===== src/rtl/inst_queue_pkg.sv =====
// rtl/inst_queue_pkg.sv - shared widths, handshake levels and entry type for the instruction queue
package inst_queue_pkg;

  localparam int DataLength = 31;
  localparam int PcLength   = 31;

  localparam logic True  = 1'b1;
  localparam logic False = 1'b0;

  typedef struct packed {
    logic [DataLength:0] inst;
    logic [PcLength:0]   pc;
  } iq_entry_t;

endpackage


===== src/rtl/inst_queue.sv =====
// rtl/inst_queue.sv - circular instruction queue between fetch and decode
// One push and one pop per cycle; flush from the ROB empties the queue.
module inst_queue
  import inst_queue_pkg::*;
#(
  parameter int IqLength      = 15,
  parameter int PointerLength = 3
) (
  input  logic                clk,
  input  logic                rst,
  input  logic                is_empty_from_if,
  input  logic [DataLength:0] inst_from_if,
  input  logic [PcLength:0]   pc_from_if,
  input  logic                is_ready_from_rs,
  input  logic                is_ready_from_lsb,
  input  logic                is_exception_from_rob,
  output logic                is_ready_to_if,
  output logic [DataLength:0] inst_to_dc,
  output logic [PcLength:0]   pc_to_dc,
  output logic                is_empty_to_dc
);

  localparam int PtrW = PointerLength + 1;
  localparam int CntW = PointerLength + 2;

  localparam logic [CntW-1:0] DEPTH     = CntW'(IqLength + 1);
  localparam logic [CntW-1:0] READY_MAX = CntW'(IqLength - 1);
  localparam logic [CntW-1:0] CNT_ONE   = CntW'(1);
  localparam logic [PtrW-1:0] PTR_LAST  = PtrW'(IqLength);
  localparam logic [PtrW-1:0] PTR_ONE   = PtrW'(1);

  iq_entry_t       entry [0:IqLength];
  logic [PtrW-1:0] head;
  logic [PtrW-1:0] tail;
  logic [CntW-1:0] count;
  logic [CntW-1:0] count_next;
  logic            do_push;
  logic            do_pop;

  function automatic logic [PtrW-1:0] ptr_inc(input logic [PtrW-1:0] p);
    return (p == PTR_LAST) ? '0 : p + PTR_ONE;
  endfunction

  // Pop only looks at the pre-edge count, so a freshly pushed entry waits a cycle.
  always_comb begin
    do_push    = (is_empty_from_if == False) && (count < DEPTH);
    do_pop     = (count != '0) && is_ready_from_rs && is_ready_from_lsb;
    count_next = count;
    if (do_push && !do_pop) begin
      count_next = count + CNT_ONE;
    end else if (!do_push && do_pop) begin
      count_next = count - CNT_ONE;
    end
  end

  always_ff @(posedge clk) begin
    if (!rst && !is_exception_from_rob && do_push) begin
      entry[tail] <= '{inst: inst_from_if, pc: pc_from_if};
    end
  end

  always_ff @(posedge clk or posedge rst) begin
    if (rst) begin
      head           <= '0;
      tail           <= '0;
      count          <= '0;
      inst_to_dc     <= '0;
      pc_to_dc       <= '0;
      is_empty_to_dc <= True;
      is_ready_to_if <= 1'b1;
    end else if (is_exception_from_rob) begin
      head           <= '0;
      tail           <= '0;
      count          <= '0;
      inst_to_dc     <= '0;
      pc_to_dc       <= '0;
      is_empty_to_dc <= True;
      is_ready_to_if <= 1'b1;
    end else begin
      if (do_push) begin
        tail <= ptr_inc(tail);
      end
      if (do_pop) begin
        head           <= ptr_inc(head);
        inst_to_dc     <= entry[head].inst;
        pc_to_dc       <= entry[head].pc;
        is_empty_to_dc <= False;
      end else begin
        is_empty_to_dc <= True;
      end
      count <= count_next;
      // One slot of headroom covers the push already in flight from fetch.
      is_ready_to_if <= (count_next <= READY_MAX);
    end
  end

endmodule

===== config.mk =====
export PLATFORM = sky130hd
export DESIGN_NAME = inst_queue
export DESIGN_NICKNAME = d
export VERILOG_FILES = /design/src/rtl/inst_queue_pkg.sv /design/src/rtl/inst_queue.sv
export SDC_FILE = /design/constraint.sdc
export NUM_CORES = 1
export LEC_CHECK = 0
export ABC_AREA = 1
export BUFFER_PORTS_ARGS = -buffer_cell sky130_fd_sc_hd__buf_2
export CORE_AREA = 3 3 355 357
export CTS_CLUSTER_SIZE = 28
export DETAILED_ROUTE_END_ITERATION = 10
export DIE_AREA = 0 0 358 360
export GPL_ROUTABILITY_DRIVEN = 0
export SKIP_LAST_GASP = 1
export SYNTH_ARGS = -nofsm -noshare
export SYNTH_HDL_FRONTEND = slang
export SYNTH_SLANG_ARGS = --single-unit

===== constraint.sdc =====
create_clock -name clk -period 6.6 [get_ports clk]
set_input_delay 0.66 -clock clk [delete_from_list [all_inputs] [get_ports clk]]
set_output_delay 0.66 -clock clk [all_outputs]
set_load 0.01 [all_outputs]

==> summary.md <==
| Metric | Value |
|---|---|
| Worst hold path startpoint | `is_exception_from_rob` |
| TritonCTS Sinks | `about 1100` |
| Int Power | `12.1 mW` |
| P_sw | `3.49 mW` |
| Vias after detailed routing | `26800` |
| Initial DRC count | `2568` |
| P&R area growth vs syn | `14.7%` |
| RSZ-0062 raised after global routing | `no` |
| Class of the worst hold path | `primary input to register` |
| Logic pwr share | `under 10%` |
| Worst-Margin Slew | `1.22 ns` |
| Maxcap violations | `0` |
| Initial antenna violation count | `17` |
| R2R Path Start | `head[0]` |
| Lkg Pwr | `16.7 nW` |
| Pwr dens | `315 nW/um^2` |
| Met2 WL | `~53 mm` |
| Die area | `129000 sq um` |
| Setup total negative slack | `0 ns` |
| Reg2Reg Depth | `8` |
| Setup Buffers After CTS | `0` |
| Die width | `358 microns` |
| CTS Root Cell | `clkbuf_16` |
| Core area | `123000 sq um` |
| Final setup viols | `0` |
| HPWL Detailed | `58.1 mm` |
| Final worst-path cycle share | `52.2%` |
| Synthesized area | `approximately 43000 sq um` |
| Largest net degree at the start of global routing | `around 250` |
| Sequential area share after synthesis | `around 76%` |
| Crit Path Class | `register to register` |
| H-tree depth | `3` |
| Drt wl/cell | `22.2 microns` |
| Initial core utilization | `34.9%` |
| Clock transition at the registers of the reported paths | `0.06 ns` |
| Share of power burned in registers | `49.8%` |
| GRT overflow | `0` |
| Max frequency | `slightly below 0.3 GHz` |
| Min Tclk post-route | `3.44 ns` |
| Worst-skew pair later-pin latency | `0.70 ns` |
| Max Slew Vio Count | `0` |
| 1st-pass router iterations | `6` |
| Final hold vios | `0` |
| DRT met1 WL | `49.0 mm` |
| Row Count | `roughly 130` |
| Worst R2R Setup Slack | `about 3.2 ns` |
| Hold EP | `count[1]` |
| Number of buffers added on ports | `between 100 and 150` |
| TritonCTS buffer count | `114` |
| Worst Path Required | `about 7.2 ns` |
| Vias per cell | `5.31` |
| CTS Buffer Depth | `3` |
| Status | `completed` |
| Placed Cells | `roughly 4800` |
| # DRC | `0` |
| Critical path buffers and inverters | `2` |
| Die height | `360 microns` |
| Detailed Route WL | `112 mm` |
| Power, Total | `15.5 mW` |
| Clock power share | `44.2%` |
| Setup Skew | `0.0495 ns` |
| CP max stage delay | `0.91 ns` |
| Nets@finish | `3394` |
| Non-Filler Instances | `5058` |
| Critical path's top delay family | `buffers and inverters` |
| Crit path max fanout | `100` |
| Share of layout cells above drive strength 1 | `11.8%` |
| Slowest-stage cell, CP | `buf_4` |
| WP data arrival | `4.08 ns` |
| Sw Share | `22.4%` |
| Synth cell types | `27` |
| CP Capture Type | `register` |
| Max-slew headroom | `18.7%` |
| Syn Nets | `3315` |
| Uppermost routed layer | `met5` |
| Number of antenna-violating nets in the routed design | `0` |
| R2R Path End | `pc_to_dc[1]` |
| Crit path cell chain | `buf_4, buf_4, o21ai_0, o221ai_1, nand3_1, nand2_1, nand2_1, nand2_1` |
| Max VDD drop | `0.000211 V` |
| Met3 WL | `6.65 mm` |
| Syn Area/Cell | `13.3 sq um` |
| Startpoint type of the worst setup path | `register` |
| Top Ports | `~140` |
| Vias in the first global route | `25900` |
| Hold Path Stages | `2` |
| Synth Instances | `3238` |
| CTS tree | `yes` |
| #FFs+latches synth | `1103` |
| Synthesis warning total | `0` |
| GRT Total Usage | `around 17%` |
| CP most frequent cell | `nand2_1` |
| First-pass GRT wire length | `168 mm` |
-- metal layers --
metal | GRT usage, % | up-vias
li1 | - | 12200
met5 | 0 | -
met2 | 27.5 | 840
met4 | 5.26 | 6
met3 | 2.82 | 199
met1 | 23.7 | 13600
-- synth_stat cells, drive strengths merged --
cell type  instances  area (sq um)
o22ai             26           163
inv               26           100
nor3               6          30.0
o211ai            74           556
buf               91           567
dfstp              2          52.6
o21ai            541          2710
ha                 7          87.6
a31oi              1          6.26
clkinv             2          7.51
o32ai              1          8.76
nor2             618          2320
nand3            127           636
xor2               2          17.5
nand4              3          18.8
edfxtp          1024         30700
dfrtp             77          1930
nand2            311          1170
a21oi             15          75.1
clkbuf           136           510
o221ai           148          1300
-- power by group through the flow --
stage | sequential [mW] | clock [mW] | combinational [mW]
finish | 7.74 | 6.87 | 0.927
global route | 7.74 | 7.27 | 1.04
CTS | 7.74 | 6.98 | 0.938
detailed placement | 7.89 | 0 | 0.935
global placement | 7.89 | 0 | 0.924
floorplan | 7.89 | 0 | 0.585
-- kinds of logic after synthesis --
| group | after synthesis | share of synthesized area, % |
|---|---|---|
| AOI/OAI and AO/OA | 806 | 11.2 |
| buffers and inverters | 255 | 2.76 |
| DFF | 1103 | 76.1 |
| and+or+nand+nor | 1065 | 9.70 |
| xor gates and xnor gates | 2 | 0.0407 |
| adders and majority gates | 7 | 0.204 |
-- metrics by stage --
| stage | setup WS (ns) | instance area, sq um | util [%] | hold WS, ns |
|---|---|---|---|---|
| after floorplan | 0.413 | 43000 | - | 0.515 |
| after global placement | 2.80 | 45200 | 36.7 | 0.459 |
| after detailed placement | 2.82 | 45200 | 36.7 | 0.460 |
| after CTS | 3.14 | 49300 | 40.0 | 0.246 |
| after global routing | 2.84 | 49300 | 40.0 | 0.281 |
| final | 3.16 | 49300 | 40.0 | 0.294 |
-- repair_timing --
item                                   in CTS  in global routing
gates resized for setup                     0                  0
hold buffers                                1                  0
endpoints found under the hold margin       1                  0
-- final cells by class --
class	count	area (sq um)
timing repair buffer	190	1090
antenna	6	15.0
sequential	1103	32700
inverter	28	139
clock inverter	69	980
clock buffer	145	3090
fill	11500	74000
tap	1637	2050
multi-input combinational	1880	9210
-- sequential cells by signal, indices dropped and copies added (netlist names) --
signal,flops
count,5
entry,1024
head,4
inst_to_dc,32
is_empty_to_dc,1
is_ready_to_if,1
pc_to_dc,32
tail,4
-- worst max-delay path by stage --
stage / startpoint / endpoint / slack [ns] / cells after the start
after floorplan: is_exception_from_rob / entry[11][0] / 0.41 / 6
after global placement: is_empty_from_if / entry[6][29] / 2.80 / 7
after detailed placement: is_empty_from_if / entry[6][29] / 2.82 / 7
after CTS: count[4] / entry[6][29] / 3.14 / 6
after global routing: head[0] / pc_to_dc[1] / 2.84 / 8
final: head[0] / pc_to_dc[1] / 3.16 / 8
-- layout by cell type (no fill, tap or decap), types with 3 or more instances in the layout --
cell type	n
nand3_1	127
clkinv_1	9
diode_2	6
clkbuf_8	12
dfrtp_4	4
inv_1	23
a21oi_1	15
buf_2	135
o21ai_1	43
clkinv_16	3
dfrtp_1	73
nor3_2	4
ha_1	7
o221ai_1	148
o22ai_1	26
inv_16	3
o21ai_0	498
clkinv_2	24
nand2_1	311
edfxtp_1	1024
nor2_4	14
bufinv_16	20
nand4_1	3
o211ai_1	74
buf_4	54
clkbuf_16	114
nor2_1	604
clkinvlp_4	7
clkbuf_1	19
(Power assumes the default switching activity.)
